--- src/rtl/td4_pkg.sv ---
// Types shared by the TD4 step generator, mother board and status LED logic.
package td4_pkg;

    typedef enum logic [1:0] {
        MODE_SLOW   = 2'b00,
        MODE_FAST   = 2'b01,
        MODE_MANUAL = 2'b10,
        MODE_HALT   = 2'b11
    } run_mode_e;

    function automatic logic is_timed(run_mode_e m);
        return (m == MODE_SLOW) || (m == MODE_FAST);
    endfunction

endpackage

--- src/rtl/btn_debounce.sv ---
// Push-button front end: 2-flop synchroniser, counter-based debounce,
// accepted level plus a 1-cycle pulse on each accepted 0->1 edge.
module btn_debounce #(
    parameter int DEBOUNCE_CYCLES = 500_000
) (
    input  logic clock,
    input  logic reset,
    input  logic btn,
    output logic level,
    output logic rise
);

    localparam int CW = $clog2(DEBOUNCE_CYCLES + 1);

    generate
        if (DEBOUNCE_CYCLES < 1) begin : g_bad_debounce
            $error("btn_debounce: DEBOUNCE_CYCLES must be >= 1");
        end
    endgenerate

    logic          b1, b2;
    logic [CW-1:0] cnt;

    always_ff @(posedge clock or negedge reset) begin
        if (!reset) begin
            b1    <= 1'b0;
            b2    <= 1'b0;
            level <= 1'b0;
            rise  <= 1'b0;
            cnt   <= '0;
        end else begin
            b1   <= btn;
            b2   <= b1;
            rise <= 1'b0;
            // Flip on the DEBOUNCE_CYCLES-th consecutive differing sample.
            if (b2 == level) begin
                cnt <= '0;
            end else if (cnt == CW'(DEBOUNCE_CYCLES - 1)) begin
                level <= ~level;
                rise  <= ~level;
                cnt   <= '0;
            end else begin
                cnt <= cnt + CW'(1);
            end
        end
    end

endmodule

--- src/rtl/clock_step_gen.sv ---
// TD4 timing front end: turns the board clock into a 1-cycle cpu_tick enable
// (1 Hz / 10 Hz / debounced single step / halt) and synchronises the DIP switches.
module clock_step_gen
    import td4_pkg::*;
#(
    parameter int CLK_HZ          = 50_000_000,
    parameter int SLOW_HZ         = 1,
    parameter int FAST_HZ         = 10,
    parameter int DEBOUNCE_CYCLES = 500_000
) (
    input  logic       clock,
    input  logic       reset,
    input  logic [1:0] mode_sel,
    input  logic       step_btn,
    input  logic [3:0] switch_raw,
    output logic [3:0] switch_sync,
    output logic       cpu_tick,
    output logic [1:0] run_mode
);

    localparam int SLOW_P = CLK_HZ / SLOW_HZ;
    localparam int FAST_P = CLK_HZ / FAST_HZ;
    localparam int DIV_W  = $clog2(SLOW_P);

    generate
        if ((CLK_HZ % SLOW_HZ) != 0 || (CLK_HZ % FAST_HZ) != 0) begin : g_bad_div
            $error("clock_step_gen: SLOW_HZ and FAST_HZ must divide CLK_HZ");
        end
        if (SLOW_P < 2 || FAST_P < 2) begin : g_bad_period
            $error("clock_step_gen: tick period must be at least 2 cycles");
        end
        if (FAST_P > (1 << DIV_W)) begin : g_bad_width
            $error("clock_step_gen: FAST period does not fit the divider");
        end
    endgenerate

    logic [1:0]       mode_s1;
    run_mode_e        mode_q;
    logic [3:0]       sw_s1;
    logic [DIV_W-1:0] div;
    logic             btn_level, btn_rise;
    logic             mode_chg, wrap;

    btn_debounce #(.DEBOUNCE_CYCLES(DEBOUNCE_CYCLES)) u_step_btn (
        .clock (clock),
        .reset (reset),
        .btn   (step_btn),
        .level (btn_level),
        .rise  (btn_rise)
    );

    // A change is seen on the edge that loads the new mode, so the divider
    // restarts together with it and the old mode's pending tick is dropped.
    assign mode_chg = run_mode_e'(mode_s1) != mode_q;

    always_comb begin
        wrap = 1'b0;
        case (mode_q)
            MODE_SLOW: wrap = (div == DIV_W'(SLOW_P - 1));
            MODE_FAST: wrap = (div == DIV_W'(FAST_P - 1));
            default:   wrap = 1'b0;
        endcase
    end

    always_ff @(posedge clock or negedge reset) begin
        if (!reset) begin
            mode_s1     <= 2'b00;
            mode_q      <= MODE_SLOW;
            sw_s1       <= 4'h0;
            switch_sync <= 4'h0;
            div         <= '0;
            cpu_tick    <= 1'b0;
        end else begin
            mode_s1     <= mode_sel;
            mode_q      <= run_mode_e'(mode_s1);
            sw_s1       <= switch_raw;
            switch_sync <= sw_s1;

            if (mode_chg || wrap || !is_timed(mode_q))
                div <= '0;
            else
                div <= div + DIV_W'(1);

            cpu_tick <= !mode_chg &&
                        (wrap || (mode_q == MODE_MANUAL && btn_rise && btn_level));
        end
    end

    assign run_mode = mode_q;

endmodule
--- config.mk ---
export PLATFORM = sky130hd
export DESIGN_NAME = clock_step_gen
export DESIGN_NICKNAME = d
export VERILOG_FILES = /design/src/rtl/td4_pkg.sv /design/src/rtl/btn_debounce.sv /design/src/rtl/clock_step_gen.sv
export SDC_FILE = /design/constraint.sdc
export NUM_CORES = 1
export LEC_CHECK = 0
export CAP_MARGIN = 20
export CORE_UTILIZATION = 63
export CTS_CLUSTER_DIAMETER = 30
export DETAILED_ROUTE_END_ITERATION = 7
export HOLD_SLACK_MARGIN = 0.15
export PLACE_DENSITY = 0.93
export SLEW_MARGIN = 0
export SYNTH_ARGS = -nofsm -noshare
export SYNTH_HDL_FRONTEND = slang
export SYNTH_SLANG_ARGS = --single-unit
--- constraint.sdc ---
create_clock -name clock -period 7.2 [get_ports clock]
set_input_delay 1.08 -clock clock [delete_from_list [all_inputs] [get_ports clock]]
set_output_delay 1.08 -clock clock [all_outputs]
set_load 0.005 [all_outputs]
# == Yosys cells after proc, flatten, opt, wreduce, memory -nomap -nowiden ==
# Cells that the tools add are included.
# word_totals
output_inout_bits,7
ram_bits,0
reg_bits,62
in_bits,9
wordCells,39
mem_bits_ro,0
n_memories,0
latch_bits,0
# op_classes
eq_ne,7
mux,6
n_addsub,2
n_div,0
reduce_logical,11
shifts,0
magnitude_cmp,0
n_bitwise,2
mul,0
# ops
operator,n
$mux W19,2
$add A26 B1 Y26 const B,1
$eq A26 B23 Y1 const B,1
$eq A26 B26 Y1 const B,1
$mux W26,1
$add A19 B1 Y19 const B,1
$eq A19 B19 Y1 const B,1
$logic_or A1 B1 Y1,4
$logic_and A1 B1 Y1,3
$eq A2 B1 Y1 const B,1
$eq A2 B2 Y1 const B,1
$logic_not A1 Y1,2
$logic_not A2 Y1,1
$mux W1,2
$ne A2 B2 Y1,1
$not A1 Y1,2
$pmux W1 S2,1
$reduce_and A2 Y1,1
$eq A1 B1 Y1,1

# == Depth between registers and ports, before layout ==
# depth
word_depth,5
depth_mapped,6
ltp_nobuf,5

# == Cells and area by module ==
# Synthesis repeated with hierarchy kept, for this count alone.
# unflattened
cells_unflattened,270
hier_area_um2,2979.1
# modules_own_cells
module,seq_area_each_um2,area_per_inst_um2,instances,cells_each
clock_step_gen,975.9,1834.3,1,164
btn_debounce,575.6,1144.8,1,106

# == Worst setup path before layout ==
# No wires, ideal clock.
# synth_path
kind,register -> register
startpoint,reg div[11]
endpoint,reg div[2]
synth_period_minus_slack_ps,2280
stages_incl_launch_ff,6
arrival_time_ps,2144
setup_time_ps,136
n_path_buf,1
slack_ps,4920
t_required_ps,7064
path_cell_list,dfrtp_1 -> or4b_1 -> or4_4 -> a2111oi_4 -> buf_6 -> nor3_1
# synth_via
elab_chain_len,5
word_cells_on_any_way,6
cone_classes,eq/ne (2); mux (2); reduce/logical (2)
# synth_rtl
element,line_no,rtl
start: declaration,clock_step_gen.sv:40,logic [DIV_W-1:0] div;
start signal: assignment,clock_step_gen.sv:82,div <= div + DIV_W'(1);
$eq A26 B23 Y1 or $eq A26 B26 Y1 (tied branches),"clock_step_gen.sv:60, clock_step_gen.sv:59",
$pmux W1 S2 (*),clock_step_gen.sv:58,case (mode_q)
$logic_or A1 B1 Y1 (*) (2 in a row),clock_step_gen.sv:79,if (mode_chg || wrap || !is_timed(mode_q))
$mux W26 (*),clock_step_gen.sv:79,
# Mark *: on every way between the ends. The rest lies on a longest branch, timed or not.
# A chain may end at the register's enable or synchronous reset.

# == Worst setup path in the final report ==
# layout_path
startpoint,reg div[8]
endpoint,reg div[12]
# layout_via
elab_chain_len,5
word_cells_on_any_way,7
cone_classes,add/sub (1); eq/ne (2); mux (2); reduce/logical (2)
# layout_rtl
element,line_no
"parallel branches: the longest is 4 deep, another holds $add A26 B1 Y26",n/a
$mux W26 (*),clock_step_gen.sv:79
# Mark *: on every way between the ends.

==> impl_metrics.toml <==
[outcome]
outcome = "finished clean"

[critical_path]
end_kind = "register"
critPathKind = "reg2reg"
crit_arrival_ns = 3.06
start_kind = "register"
crit_start = "div[8]$_DFF_PN0_"
worstReg2RegEnd = "div[12]$_DFF_PN0_"
crit_chain = "or4b_1 -> or4_4 -> a2111oi_4 -> buf_4 -> nor3_1"
worstPathRequired_ns = 7.38
r2r_setup_slack_ns = 4.32
slowest_delay_ns = 0.89
cp_slowest_cell = "a2111oi_4"
r2r_start = "div[8]$_DFF_PN0_"
reg2regPathDepth = 5
critPathMaxFanout = 17
critPathCapture = "div[12]$_DFF_PN0_"

[sta]
finalSetupTns_ns = 0
setup_ws_ns = 4.317
rsz0062_at_grt = "no"
skew_ns = 0.006405
min_period_over_period = 0.4004
fmax_mhz = 346.8
slew_headroom = 0.3246
drv_slew = 0
layout_min_cycle_time_ns = 2.883
tightestPinTransition_ns = 1.013
setup_viol_count_final = 0
hold_viol_final = 0

[logic_synthesis]
postSynth.asyncResetShare = 1.000
ys_types = 39
syn-num-nets = 276
synth_area_leaders = "dfrtp_1 54%, xor2_1 4.6%, xnor2_1 4.2%"
avgSynthCellArea_um2 = 10.89
synth-seq-cells = 62
syn_inst = 265
ys_seq_area_frac = 0.5375
syn_area_um2 = 2887
netlist.top_cell.by_area = "dfrtp_1"
ys.flop_type = "dfrtp_1"
yosysWarnings = 0
synth_edf_count = 0
synth_top_area_frac = 0.5375

[route]
dr.pass1.iters = 4
drtAntennaViolNets = 0
viasPerCell = 6.402
wl_um = 5836
wire_per_inst_um = 17.11
vias = 2183
first_iter_violations = 210
drc_errors = 0

[clock_network]
cts_resized = 0
clk_latency_ns = 0.34
cts_buffers = 9
cts_max_path_buffers = 2
clkSinkCount = 62
ctsHoldBuffers = 0
clkTransAtPathRegs_ns = 0.07
htree_levels = 3
clock-root-buffer = "clkbuf_8"
post_cts_buffers = 0
tritoncts = "built"

[flow_run]
max_cap_viol_count = 0

[layout]
drive_gt1_frac = 0.08651
fillerInstances = 282
layout.cells.most_common_list = "62 x dfrtp_1, 18 x nor2_1, 18 x nor3_1, 15 x nand4_1, 15 x xor2_1"
antenna_cells = 0
final_nets = 296
area_delta_synth_final_pct = 11.53
final_common_cell = "dfrtp_1"
final_cell_area_um2 = 3219

[pwr]
power_uw = 631.5
peakVddDrop_mv = 0.1629
power.leakage_uw = 0.001226
p_per_area_nw_per_um2 = 196.1

[place]
io_buffer_count = 15
place_area_um2 = 3070
gp_congestion = 0.8499
hpwl_um = 3833
dpl_worst_slack_ns = 4.361

[floorplan]
die_area_um2 = 4857
num_rows = 24
die_h_um = 69.69
start_util = 0.6584
io_pins = 16
fp.dieW_um = 69.69
design.core.area_um2 = 4384

[global_route]
antenna_found_initial = 0
grt_overflow_total = 0
grt_pass1_wl_um = 10010
grt_usage = 0.2680
grt_max_degree = 63
grt_pass1_vias = 2268

[hold_path]
hp-class = "reg2reg"
worst max-delay path: cells and delay by family, from the launching register on:
| kind | cells | cell delay, ns |
|---|---|---|
| buffers and inverters | 1 | 0.32 |
| and+or+nand+nor | 3 | 1.08 |
| DFF | 1 | 0.42 |
| AOI/OAI and AO/OA | 1 | 0.89 |
cell type report:
class | instances | area [um^2] | share of cell area
tap | 52 | 65.06 | 0.02021
multi-input combinational | 189 | 1267 | 0.3937
inverter | 5 | 18.77 | 0.005830
sequential | 62 | 1551 | 0.4819
clock inverter | 2 | 10.01 | 0.003109
timing repair buffer | 18 | 167.7 | 0.05208
clock buffer | 13 | 138.9 | 0.04314
through the flow:
stage	hold WS, ns	util	instances
floorplan	0.3312	-	265
global placement	0.3328	0.6986	325
detailed placement	0.3372	0.7003	326
CTS	0.3509	0.7343	341
global route	0.3567	0.7343	341
finish	0.3490	0.7343	341
worst min path at each step:
stage                          endpoint               startpoint  depth (start not counted)  slack [ns]
2_1_floorplan  switch_sync[0]$_DFF_PN0_       sw_s1[0]$_DFF_PN0_                          0        0.33
3_3_place_gp   switch_sync[1]$_DFF_PN0_       sw_s1[1]$_DFF_PN0_                          0        0.33
3_5_place_dp    u_step_btn.b2$_DFF_PN0_  u_step_btn.b1$_DFF_PN0_                          0        0.34
4_1_cts         u_step_btn.b2$_DFF_PN0_  u_step_btn.b1$_DFF_PN0_                          0        0.35
5_1_grt         u_step_btn.b2$_DFF_PN0_  u_step_btn.b1$_DFF_PN0_                          0        0.36
6_report        u_step_btn.b2$_DFF_PN0_  u_step_btn.b1$_DFF_PN0_                          0        0.35
per-layer routing:
| metal | part of all wire | vias to the layer above | wire, um | GRT usage |
|---|---|---|---|---|
| li1 | - | 1035 | - | - |
| met1 | 0.43 | 1063 | 2519 | 0.3211 |
| met2 | 0.49 | 66 | 2881 | 0.4412 |
| met3 | 0.047 | 19 | 272 | 0.06541 |
| met4 | 0.028 | 0 | 162 | 0.1556 |
| met5 | 0 | - | 0 | 0 |
cell usage after synthesis, drive strengths merged, types with 2 or more instances:
cell    instances
inv             5
or4             9
dfrtp          62
xor2           15
or3             9
nor3           18
a211oi         11
nand3          14
o31ai           8
nor2           18
a21oi           4
xnor2          14
and4            6
and2            3
ha              2
nand4          15
buf             2
nor4            3
o21ai           8
nor4bb          2
clkbuf          7
nand2          13
nor4b           3
or4b            4
flip-flops by register name, summed over array words and instances (netlist names):
signal / count
u_step_btn.b1: 1
u_step_btn.b2: 1
u_step_btn.rise: 1
u_step_btn.cnt: 19
switch_sync: 4
sw_s1: 4
div: 26
mode_s1: 2
u_step_btn.level: 1
cpu_tick: 1
run_mode: 2
cells by family (layout without fill, tap and decap cells):
kind of cell	count (synthesis)	in the layout	synth area share
simple gates	124	124	0.2532
xor+xnor	29	29	0.08800
mux	1	1	0.003901
buf+inv	14	38	0.02341
compound gates	33	33	0.08539
flops	62	62	0.5375
fa+ha+maj	2	2	0.008668
where the power goes:
part	total (uW)	internal, uW	leakage [uW]	switching, uW
logic	25.5	10.3	0.000317	15.1
clock network	247	122	0.0000773	125
registers	359	354	0.000831	4.51
total	631	487	0.00123	145
(Power assumes the default switching activity.)
